==> src/rtl/cpu_pkg.sv <==
// cpu_pkg: shared CPU constants and width helpers for the return-address stack
// Holds the PC width, the default stack depth and pointer/count width derivations.
package cpu_pkg;
  localparam int PC_WIDTH = 10;
  localparam int CALL_STACK_DEPTH = 8;
  function automatic int ptr_w(input int depth);
    return $clog2(depth);
  endfunction
  function automatic int cnt_w(input int depth);
    return $clog2(depth + 1);
  endfunction
endpackage

==> src/rtl/call_stack_if.sv <==
// call_stack_if: control-unit <-> return-address stack strobes and status
// master: control unit (drives push/pop/d_in); slave: the stack (drives d_out and status).
interface call_stack_if import cpu_pkg::*; #(
  parameter int WIDTH = PC_WIDTH,
  parameter int DEPTH = CALL_STACK_DEPTH
);
  logic push;
  logic pop;
  logic [WIDTH-1:0] d_in;
  logic [WIDTH-1:0] d_out;
  logic empty;
  logic full;
  logic [cnt_w(DEPTH)-1:0] count;
  logic overflow;
  logic underflow;
  modport master (output push, pop, d_in, input d_out, empty, full, count, overflow, underflow);
  modport slave (input push, pop, d_in, output d_out, empty, full, count, overflow, underflow);
endinterface

==> src/rtl/call_stack_mem.sv <==
// call_stack_mem: DEPTH x WIDTH register array, one sync write port, one async read port, no reset
// Ports: clk, we/wa/wd write port, ra/rd combinational read port.
module call_stack_mem import cpu_pkg::*; #(
  parameter int WIDTH = PC_WIDTH,
  parameter int DEPTH = CALL_STACK_DEPTH
) (
  input  logic clk,
  input  logic we,
  input  logic [ptr_w(DEPTH)-1:0] wa,
  input  logic [WIDTH-1:0] wd,
  input  logic [ptr_w(DEPTH)-1:0] ra,
  output logic [WIDTH-1:0] rd
);
  logic [WIDTH-1:0] mem [DEPTH];
  always_ff @(posedge clk)
    if (we) mem[wa] <= wd;
  assign rd = mem[ra];
endmodule

==> src/rtl/call_stack.sv <==
// call_stack: hardware return-address stack executing control-unit push/pop strobes
// Ports: clk; reset (async, active-low); bus (call_stack_if.slave: push, pop, d_in,
// d_out, empty, full, count, overflow, underflow).
// Optional: define CALL_STACK_WRAP_EN so a push while full overwrites the oldest entry.
module call_stack import cpu_pkg::*; #(
  parameter int WIDTH = PC_WIDTH,
  parameter int DEPTH = CALL_STACK_DEPTH
) (
  input logic clk,
  input logic reset,
  call_stack_if.slave bus
);
  localparam int SW = ptr_w(DEPTH);
  localparam int CW = cnt_w(DEPTH);
`ifdef CALL_STACK_WRAP_EN
  localparam logic WRAP = 1'b1;
`else
  localparam logic WRAP = 1'b0;
`endif
  logic [SW-1:0] sp;
  logic [CW-1:0] count;
  logic overflow, underflow;
  logic empty, full, replace, we;
  logic [SW-1:0] top, wa;
  logic [WIDTH-1:0] rd;
  assign empty = count == '0;
  assign full = count == CW'(DEPTH);
  assign top = sp - 1'b1;
  // push+pop on a non-empty stack rewrites the top in place
  assign replace = bus.push && bus.pop && !empty;
  assign we = bus.push && (replace || !full || WRAP);
  assign wa = replace ? top : sp;
  call_stack_mem #(.WIDTH(WIDTH), .DEPTH(DEPTH)) u_mem (
    .clk(clk), .we(we), .wa(wa), .wd(bus.d_in), .ra(top), .rd(rd)
  );
  always_ff @(posedge clk or negedge reset)
    if (!reset) begin
      sp <= '0;
      count <= '0;
      overflow <= 1'b0;
      underflow <= 1'b0;
    end else if (replace) begin
    end else if (bus.push) begin
      if (!full) begin
        sp <= sp + 1'b1;
        count <= count + 1'b1;
      end else begin
        overflow <= 1'b1;
        if (WRAP) sp <= sp + 1'b1;
      end
    end else if (bus.pop) begin
      if (!empty) begin
        sp <= sp - 1'b1;
        count <= count - 1'b1;
      end else underflow <= 1'b1;
    end
  assign bus.d_out = empty ? '0 : rd;
  assign bus.empty = empty;
  assign bus.full = full;
  assign bus.count = count;
  assign bus.overflow = overflow;
  assign bus.underflow = underflow;
endmodule

==> src/flat_wrapper.sv <==
// flat-port wrapper written by rule: the top's interface ports become plain ports
module call_stack_flat import cpu_pkg::*;
#(
  parameter int WIDTH = PC_WIDTH,
  parameter int DEPTH = CALL_STACK_DEPTH
)
  (clk, reset, bus_push, bus_pop, bus_d_in, bus_d_out, bus_empty, bus_full, bus_count, bus_overflow, bus_underflow);
  call_stack_if #(.WIDTH(WIDTH), .DEPTH(DEPTH)) bus_i ();
  input logic clk;
  input logic reset;
  input wire logic [$bits(bus_i.push)-1:0] bus_push;
  input wire logic [$bits(bus_i.pop)-1:0] bus_pop;
  input wire logic [$bits(bus_i.d_in)-1:0] bus_d_in;
  output wire logic [$bits(bus_i.d_out)-1:0] bus_d_out;
  output wire logic [$bits(bus_i.empty)-1:0] bus_empty;
  output wire logic [$bits(bus_i.full)-1:0] bus_full;
  output wire logic [$bits(bus_i.count)-1:0] bus_count;
  output wire logic [$bits(bus_i.overflow)-1:0] bus_overflow;
  output wire logic [$bits(bus_i.underflow)-1:0] bus_underflow;
  assign bus_i.push = bus_push;
  assign bus_i.pop = bus_pop;
  assign bus_i.d_in = bus_d_in;
  assign bus_d_out = bus_i.d_out;
  assign bus_empty = bus_i.empty;
  assign bus_full = bus_i.full;
  assign bus_count = bus_i.count;
  assign bus_overflow = bus_i.overflow;
  assign bus_underflow = bus_i.underflow;
  call_stack #(.WIDTH(WIDTH), .DEPTH(DEPTH)) u_core (.clk(clk), .reset(reset), .bus(bus_i));
endmodule
==> config.mk <==
export PLATFORM = sky130hd
export DESIGN_NAME = call_stack_flat
export DESIGN_NICKNAME = d
export VERILOG_FILES = /design/src/rtl/cpu_pkg.sv /design/src/rtl/call_stack_if.sv /design/src/rtl/call_stack_mem.sv /design/src/rtl/call_stack.sv /design/src/flat_wrapper.sv
export SDC_FILE = /design/constraint.sdc
export NUM_CORES = 1
export LEC_CHECK = 0
export BUFFER_PORTS_ARGS = -buffer_cell sky130_fd_sc_hd__buf_2
export CAP_MARGIN = 20
export CORE_MARGIN = 1
export CORE_UTILIZATION = 30
export DETAILED_ROUTE_END_ITERATION = 7
export HOLD_SLACK_MARGIN = 0.15
export PLACE_DENSITY = 0.43
export SLEW_MARGIN = 20
export SYNTH_ARGS = -nofsm -noshare
export SYNTH_HDL_FRONTEND = slang
export SYNTH_SLANG_ARGS = --single-unit
==> constraint.sdc <==
create_clock -name clk -period 3.4 [get_ports clk]
set_input_delay 0.34 -clock clk [delete_from_list [all_inputs] [get_ports clk]]
set_output_delay 0.34 -clock clk [all_outputs]
set_load 0.03 [all_outputs]
==> metrics.txt, run 1 <==
outcome=finished clean; Reg clk slew, reported paths=0.06 ns; Worst Path Required=3.06 ns; post-cts resize count=0; post-synthesis cell type count=slightly above 40; CTS Buf Count=9; Post-synth top cells=80 x edfxtp_1, 26 x nand2_1, 20 x mux4_2; CTS tree=yes; largest net degree at the start of global routing=25; min-delay src=bus_d_in[1]; Post-Place Cell Area=4250 µm²; maximum VDD drop=0.531 mV; clock sinks=about 90; gr busiest metal=met2; CP arrival=2.47 ns; Fin Hold WS=0.286 ns; Slew @ Worst Pin=around 0.53 ns; grt met2 use=23.3%; initial antenna violation count=0; clock tree buffer depth=2; Critical R2R Launch=u_core.sp[1]; cell with the most instances after synthesis=edfxtp_1; Pwr Total=4.61 mW; TNS Setup=0 ns; Synth Area per Inst=17.0 µm²; Worst path slowest cell=ha_1; Max-slew headroom=64.7%; CP Cell Sequence=inv_1, ha_1, buf_4, mux4_2, nand2_1, a21oi_1, buf_2; Post-Layout Cell Count=roughly 450; CP peak stage delay=0.61 ns; placed cell count=429; Chip Height=roughly 110 µm; grt ovf=0; Startpoint Class=flip-flop; Tmin final=2.81 ns; drt wl/cell=between 15 and 20 µm; post-DP HPWL=5420 µm; Synth Instances=225; FFs w/ async S/R, synth=roughly 10%; I/O pin count=32; cell type with the largest total area after synthesis=edfxtp_1; setup bufs post-CTS=0; Starting Density=31.3%; first-pass GRT wire length=about 13000 µm; Hold Path End=u_core.u_mem.mem[2][1]; Layout Skew=roughly 0.0056 ns; Crit. End Element=primary output; Max-Cap Viols=0; Initial DRC Count=95; RSZ-0062 raised after global routing=false; DIE WIDTH=115 µm; Setup violations, final=0; register area share after synthesis=68.8%; f_max=0.356 GHz; count of flip-flops with a built-in enable after synthesis=80; CTS H-Tree Depth=3; clock root buffer master=clkbuf_16; most common flop cell mapped by yosys=edfxtp_1; Min-Delay Path Class=input port to flip-flop; IO buf count=31; max-slew violation count=0; FP Rows=40; share of layout cells above drive strength 1=around 32%; register bit total from synthesis=about 90; Leakage=1.60 nW; Crit Path Category=flip-flop to primary output; fin area=4570 µm²; CP max FO=11; final hold violation count=0; top cells by area, synth=edfxtp_1 63%, mux4_2 12%, dfrtp_1 5.9%; drt pass-1 iters=4; FF-to-FF path depth=7; Synth top area share=62.9%; Ys Warns=0; cell area power density=1010 nW/µm²; r2r setup slk=1.08 ns; Post-Syn Area=around 3800 µm²; hold path depth=1; clock latency on the worst-skew pair=about 0.33 ns; routing usage on met3=between 3 and 4%; final net count=292; core area=about 12000 µm²; Final Cycle Share=82.7%; Syn-to-layout area delta=19.6%; Antenna Nets Post-Route=0; vias in the first global route=2206; Residual DRC=0; vias after detailed routing=2125; Total Routing Usage GR=approximately 14%; routing usage on met1=18.0%; Via density=4.76; Ant. Diodes=0; final WL=8320 µm; Syn Nets=~240; Placer Congestion=0.689; FF-to-FF End=u_core.u_mem.mem[0][2]; Die Area=around 13000 µm²
area by class of cell:
class / instances / area (µm²)
Fill cell: 1191 / 7640
Sequential cell: 89 / 2630
Multi-Input combinational cell: 120 / 1110
Timing Repair Buffer: 49 / 293
Clock buffer: 12 / 256
Tap cell: 168 / 210
Clock inverter: 4 / 51.3
Inverter: 4 / 15.0
timing repair:
action	CTS	global route
hold buffers	1	0
endpoints found under the hold margin	9	0
endpoints found under the setup margin	0	0
through the flow:
stage	worst slack [ns]	utilization, %
after CTS	0.533	37.4
after global routing	0.441	37.4
after floorplan	0.612	-
final	0.588	37.4
after detailed placement	0.899	34.8
after global placement	0.957	34.8
layer usage:
layer | vias up | share of wire, %
li1 | 982 | -
met1 | 1082 | 45
met2 | 52 | 50
met3 | 9 | 4.5
met4 | 0 | 1.1
met5 | - | 0
how the worst max path moves through the flow:
stage	from	endpoint	slack [ns]	cells after the start
2_1_floorplan	u_core.sp[0]	u_core.u_mem.mem[2][0]	0.61	9
3_3_place_gp	u_core.sp[1]	bus_d_out[3]	0.96	7
3_5_place_dp	u_core.sp[1]	bus_d_out[3]	0.90	7
4_1_cts	u_core.sp[1]	bus_d_out[3]	0.53	7
5_1_grt	u_core.sp[1]	bus_d_out[3]	0.44	7
6_report	u_core.sp[1]	bus_d_out[3]	0.59	7
sequential cells by signal (all words and copies together) (netlist names):
| register | flops |
|---|---|
| u_core.u_mem.mem | 80 |
| u_core.bus.underflow | 1 |
| u_core.bus.overflow | 1 |
| u_core.sp | 3 |
| u_core.bus.count | 4 |
power breakdown:
group	internal (mW)	total, mW	switching (mW)
clock	0.611	1.01	0.399
sequential	1.40	1.53	0.133
combinational	0.783	2.06	1.28
total	2.79	4.61	1.81
critical path, delay by kind of cell (launching register included):
family                     cells  cell delay (ns)
adders and majority gates      1             0.61
muxes                          1             0.21
buffers and inverters          3             0.63
DFF                            1             0.38
AOI/OAI and AO/OA              1             0.24
and+or+nand+nor                1             0.06
cell families after synthesis:
logic type,count (synthesis),synth area share [%]
muxes,26,13.5
AOI/OAI and AO/OA,31,5.77
and+or+nand+nor,54,7.14
adders and majority gates,5,1.83
DFF,89,68.8
xor gates and xnor gates,4,0.917
buffers and inverters,16,2.03
cell usage in the layout, fill, tap and decap left out, types with 2 or more instances in the layout:
master     count
edfxtp_1      80
buf_2         31
nand2_1       26
mux4_2        20
buf_4         17
a21oi_1       12
clkbuf_16      9
dfrtp_1        9
nor2_1         8
a31oi_1        6
inv_1          4
ha_1           4
and2_1         3
nor3_1         3
nand3_1        3
mux2i_1        3
nand2b_1       2
a2111oi_0      2
a211oi_1       2
xor2_1         2
xnor2_1        2
mux2_1         2
nor2b_1        2
a21o_1         2
clkbuf_8       2
(Power assumes the default switching activity.)
==> run 2: changes to the inputs <==
--- a/config.mk
+++ b/config.mk
@@ -11,7 +11,7 @@
 export CORE_UTILIZATION = 30
 export DETAILED_ROUTE_END_ITERATION = 7
 export HOLD_SLACK_MARGIN = 0.15
-export PLACE_DENSITY = 0.43
+export PLACE_DENSITY = 0.44
 export SLEW_MARGIN = 20
 export SYNTH_ARGS = -nofsm -noshare
 export SYNTH_HDL_FRONTEND = slang
==> constraint.sdc (replaced) <==
create_clock -name clk -period 2.5 [get_ports clk]
set_input_delay 0.25 -clock clk [delete_from_list [all_inputs] [get_ports clk]]
set_output_delay 0.25 -clock clk [all_outputs]
set_load 0.03 [all_outputs]
==> run 2 against run 1 <==
Setup slack got worse by 0.45 ns. Core utilization increased by 1.2 points. Wire length increased by 0.84%. Sequential power increased by 36%. Largest cell class unchanged. Final cell count increased by 0.67%. Power increased by 40%. Largest power group unchanged. Cell area increased by 3.1%.
==> metrics.txt, run 2 (same netlist as run 1, synthesis figures left out) <==
outcome=finished clean (unchanged); CP arrival=2.11 ns (was 2.47 ns); clock root buffer master=clkbuf_16 (unchanged); Tmin final=~2.4 ns; most frequent cells in the layout=80 x edfxtp_1, 31 x buf_2, 25 x nand2_1 (was 80 x edfxtp_1, 31 x buf_2, 26 x nand2_1); Antenna Nets Post-Route=0 (unchanged); IO buf count=31 (unchanged); CTS H-Tree Depth=3 (unchanged); Worst path slowest cell=dfrtp_1 (was ha_1); FP Rows=40 (unchanged); Startpoint Class=flip-flop (unchanged); CTS tree=yes (unchanged); Crit. End Element=primary output (unchanged); Reg clk slew, reported paths=0.06 ns (about the same); first-pass GRT wire length=13100 µm (was 13200 µm); clock tree buffer depth=2 (unchanged); largest net degree at the start of global routing=25 (unchanged); drt pass-1 iters=5 (was 4); Via density=4.70 (was 4.76); final WL=8390 µm (was 8320 µm); vias after detailed routing=2109 (was 2125); Top Family by Delay on Critical Path=buffers and inverters (unchanged); Worst Path Required=2.25 ns (was 3.06 ns); CP max FO=11 (unchanged); share of layout cells above drive strength 1=38.4% (was 32.0%); CP Cell Sequence=inv_1, ha_1, buf_4, mux4_2, nand2_1, a21oi_2, buf_2 (was inv_1, ha_1, buf_4, mux4_2, nand2_1, a21oi_1, buf_2); setup ws final=0.139 ns (was 0.588 ns); Starting Density=31.3% (unchanged); Residual DRC=0 (unchanged); Fill cells=1171 (was 1191); Leakage=1.62 nW (was 1.60 nW); biggest regs=u_core.u_mem.mem: 80 flops, u_core.bus.count: 4 flops, u_core.sp: 3 flops (unchanged); Total Routing Usage GR=14.2% (was 14.0%); post-DP HPWL=5380 µm (was 5420 µm); vias in the first global route=2237 (was 2206); RSZ-0062 raised after global routing=false (unchanged); Setup violations, final=0 (unchanged); Syn-to-layout area delta=23.4% (was 19.6%); Layout Skew=0.00557 ns (about the same); Max-Cap Viols=0 (unchanged); f_max=0.424 GHz; I/O pin count=32 (unchanged); clock latency on the worst-skew pair=0.34 ns (was 0.33 ns); initial antenna violation count=0 (unchanged); cell area power density=1370 nW/µm² (was 1010 nW/µm²); drt wl/cell=18.7 µm (about the same); clock sinks=89 (unchanged); Min-Delay Path Class=input port to flip-flop (unchanged); Crit Path Category=flip-flop to primary output (unchanged); max-slew violation count=0 (unchanged); Chip Height=115 µm (unchanged); CTS Buf Count=9 (unchanged); core area=12200 µm² (unchanged); maximum VDD drop=0.615 mV (was 0.531 mV); Buf/Inv on CP=3 (unchanged); final net count=295 (was 292); Die Area=13200 µm² (unchanged); Max-slew headroom=46.7% (was 64.7%); max reg flops=80 (unchanged); grt ovf=0 (unchanged); Initial DRC Count=110 (was 95); Ant. Diodes=0 (unchanged); FF+latch area=2630 µm² (unchanged); Placer Congestion=0.733 (was 0.689); final hold violation count=0 (unchanged); Slew @ Worst Pin=0.795 ns (was 0.530 ns); CP peak stage delay=0.41 ns (was 0.61 ns); pre-CTS WS=0.137 ns (was 0.899 ns); commonest non-fill, non-tap cell in the layout=edfxtp_1 (unchanged); Largest Register=u_core.u_mem.mem (unchanged); area taken by multi-input logic gates=1200 µm² (was 1110 µm²); r2r setup slk=0.22 ns (was 1.08 ns); TNS Setup=0 ns (unchanged); DIE WIDTH=115 µm (unchanged); Final Cycle Share=94.4%
-- run 2: final cells by class --
class	instances	area share, %
sequential	89	55.8
multi-input combinational	120	25.4
timing repair buffer	52	7.83
clock buffer	9	4.78
tap	168	4.46
clock inverter	7	1.46
inverter	4	0.319
-- run 2: per-layer routing --
layer | up-vias | global-route usage (%) | share of wire [%]
met2 | 46 | 23.4 | 48
met3 | 9 | 4.90 | 4.5
met5 | - | 0 | 0
met4 | 0 | 4.50 | 1.3
met1 | 1063 | 17.7 | 46
li1 | 991 | - | -
-- run 2: path summary, 6_finish.rpt --
check | from | end | cells after the start
max | u_core.sp[1] | bus_d_out[3] | 7
min | bus_d_in[5] | u_core.u_mem.mem[7][5] | 1
max reg2reg | u_core.bus.count[0] | u_core.u_mem.mem[1][4] | 5
min reg2reg | u_core.bus.overflow | u_core.bus.overflow | 1
max in group asynchronous | reset | u_core.bus.overflow | 2
min in group asynchronous | reset | u_core.bus.count[1] | 2
-- run 2: timing repair --
action,in CTS,in global routing
buffers inserted,0,2
cloned,0,0
pin swaps,0,2
hold endpoints to repair,9,0
hold buffers,1,0
setup endpoints to repair,10,50
resized for setup,1,4
-- run 2: power by group --
part	leakage (nW)	internal [mW]	switching, mW
logic	0.651	1.20	1.83
clock network	0.140	0.774	0.556
registers	0.831	1.90	0.178
-- run 2: per-stage QoR --
step / area [µm²] / utilization (%) / cells / power, mW / hold WS [ns]
global route: 4710 / 38.6 / 449 / 6.84 / 0.172
finish: 4710 / 38.6 / 449 / 6.45 / 0.185
CTS: 4660 / 38.2 / 447 / 6.50 / 0.167
detailed placement: 4350 / 35.6 / 430 / 5.14 / 0.126
global placement: 4350 / 35.6 / 430 / 5.16 / 0.127
floorplan: 3890 / - / 225 / 4.26 / -0.0456
==> run 3: changes to the inputs <==
--- a/config.mk
+++ b/config.mk
@@ -11,7 +11,7 @@
 export CORE_UTILIZATION = 30
 export DETAILED_ROUTE_END_ITERATION = 7
 export HOLD_SLACK_MARGIN = 0.15
-export PLACE_DENSITY = 0.44
+export PLACE_DENSITY_LB_ADDON = 0.08
 export SLEW_MARGIN = 20
 export SYNTH_ARGS = -nofsm -noshare
 export SYNTH_HDL_FRONTEND = slang
==> run 3 against run 2 <==
Clock skew decreased by 0.0018 ns. Maximum frequency shrank 0.54%. First-iteration DRC count decreased by 6.4%. Die area did not move. Sequential share of layout area rose by 0.86 points. Via count decreased by 1.1%. Combinational power is essentially flat. Largest power group unchanged.
==> metrics.txt, run 3 (same netlist as run 1, synthesis figures left out) <==
Total Routing Usage GR=14.2% (about the same); Startpoint Class=flip-flop (unchanged); CTS H-Tree Depth=3 (unchanged); Max-slew headroom=58.5% (was 46.7%); Worst Path Required=2.25 ns (about the same); IO buf count=31 (unchanged); first-pass GRT wire length=13100 µm (about the same); grt ovf=0 (unchanged); Tmin final=2.37 ns (was 2.36 ns); largest net degree at the start of global routing=25 (unchanged); Buf/Inv on CP=3 (unchanged); cell area power density=1400 nW/µm² (was 1370 nW/µm²); Final Core Density=38.0% (was 38.6%); Min-Delay Path Class=input port to flip-flop (unchanged); Largest Register=u_core.u_mem.mem (unchanged); outcome=finished clean (unchanged); post-DP HPWL=5510 µm (was 5380 µm); vias in the first global route=2141 (was 2237); Top Family by Delay on Critical Path=simple AND/OR/NAND/NOR gates (was buffers and inverters); area taken by multi-input logic gates=1200 µm² (about the same); Fin Hold WS=0.203 ns (was 0.185 ns); CP max FO=6 (was 11); Slew @ Worst Pin=0.621 ns (was 0.795 ns); Setup violations, final=0 (unchanged); Die Area=13200 µm² (unchanged); Final Cycle Share=94.9% (was 94.4%); Chip Height=115 µm (unchanged); Post-Layout Cell Count=441 (was 449); setup bufs post-CTS=0 (unchanged); placed cell count=425 (was 430); Leakage=1.59 nW (was 1.62 nW); initial antenna violation count=0 (unchanged); core area=12200 µm² (unchanged); clock latency on the worst-skew pair=0.33 ns (was 0.34 ns); share of layout cells above drive strength 1=37.4% (was 38.4%); FP Rows=40 (unchanged); final net count=288 (was 295); DIE WIDTH=115 µm (unchanged); clock sinks=89 (unchanged); Residual DRC=0 (unchanged); Reg clk slew, reported paths=0.06 ns (about the same); most frequent cells in the layout=80 x edfxtp_1, 31 x buf_2, 25 x nand2_1 (unchanged); maximum VDD drop=0.512 mV (was 0.615 mV); clock root buffer master=clkbuf_16 (unchanged); final hold violation count=0 (unchanged); Antenna Nets Post-Route=0 (unchanged); Ant. Diodes=0 (unchanged); biggest regs=u_core.u_mem.mem: 80 flops, u_core.bus.count: 4 flops, u_core.sp: 3 flops (unchanged); CP Cell Sequence=inv_1, ha_1, nand2b_2, and2_4, buf_4, nand2_1, a21oi_2, buf_2 (was inv_1, ha_1, buf_4, mux4_2, nand2_1, a21oi_2, buf_2); Worst path slowest cell=dfrtp_1 (unchanged); Via density=4.73 (was 4.70); I/O pin count=32 (unchanged); FF+latch area=2630 µm² (unchanged); Layout Skew=0.00375 ns (was 0.00557 ns); max reg flops=80 (unchanged); f_max=0.421 GHz (was 0.424 GHz); max-slew violation count=0 (unchanged); Crit Path Category=flip-flop to primary output (unchanged); CTS Buf Count=9 (unchanged); RSZ-0062 raised after global routing=false (unchanged); clock tree buffer depth=2 (unchanged); CTS tree=yes (unchanged); drt wl/cell=19.6 µm (was 18.7 µm); Syn-to-layout area delta=21.5% (was 23.4%); drt pass-1 iters=4 (was 5); CP arrival=2.12 ns (was 2.11 ns); Pwr Total=6.51 mW (was 6.45 mW); commonest non-fill, non-tap cell in the layout=edfxtp_1 (unchanged); final WL=8650 µm (was 8390 µm); Placer Congestion=0.702 (was 0.733); Crit. End Element=primary output (unchanged); Fill cells=1186 (was 1171); CP peak stage delay=0.40 ns (was 0.41 ns); vias after detailed routing=2086 (was 2109); Starting Density=31.3% (unchanged); Initial DRC Count=103 (was 110); Max-Cap Viols=0 (unchanged)
[run 3: path summary, 6_finish.rpt]
path,startpoint,to,slack [ns],cells past startpoint
min reg2reg,u_core.bus.underflow,u_core.bus.underflow,0.45,1
min in group asynchronous,reset,u_core.bus.count[3],0.32,2
max in group asynchronous,reset,u_core.sp[1],1.98,2
min,bus_d_in[0],u_core.u_mem.mem[4][0],0.20,1
max,u_core.sp[1],bus_d_out[6],0.13,8
max reg2reg,u_core.sp[1],u_core.u_mem.mem[3][8],0.18,6
[run 3: routing by layer]
metal / wire length (µm) / track usage (%) / vias up
met4: 67 / 4.42 / 0
met3: 272 / 3.64 / 4
met2: 3890 / 20.7 / 26
met5: 0 / 0 / -
met1: 4420 / 20.7 / 1082
li1: - / - / 974
[run 3: area by class of cell]
| type | instances | area share (%) |
|---|---|---|
| multi-input combinational | 120 | 25.9 |
| tap | 168 | 4.53 |
| clock buffer | 11 | 5.01 |
| inverter | 4 | 0.324 |
| sequential | 89 | 56.6 |
| clock inverter | 4 | 1.67 |
| timing repair buffer | 45 | 5.93 |
[run 3: where the power goes]
part	internal [mW]	switching [mW]
logic	1.16	1.89
clock network	0.876	0.538
registers	1.91	0.144
[run 3: stage by stage]
| stage | area (µm²) | setup WS, ns | setup TNS [ns] |
|---|---|---|---|
| 6_report | 4640 | 0.126 | 0 |
| 5_1_grt | 4640 | 0.00255 | 0 |
| 4_1_cts | 4630 | 0.0279 | 0 |
| 3_5_place_dp | 4300 | 0.167 | 0 |
| 3_3_place_gp | 4300 | 0.0976 | 0 |
| 2_1_floorplan | 3890 | -0.0127 | -0.127 |
[run 3: worst reg2reg max path: cells and delay by family, from the launching register on]
kind	cells	cell delay, ns
flops	1	0.38
fa+ha+maj	1	0.32
compound gates	2	0.57
simple gates	1	0.39
buf+inv	2	0.31
[run 3: what timing repair did]
item,4_1_cts,5_1_grt
cloned,0,0
hold endpoints to repair,9,0
gates resized for setup,2,4
endpoints found under the setup margin,10,16
hold buffers,1,0
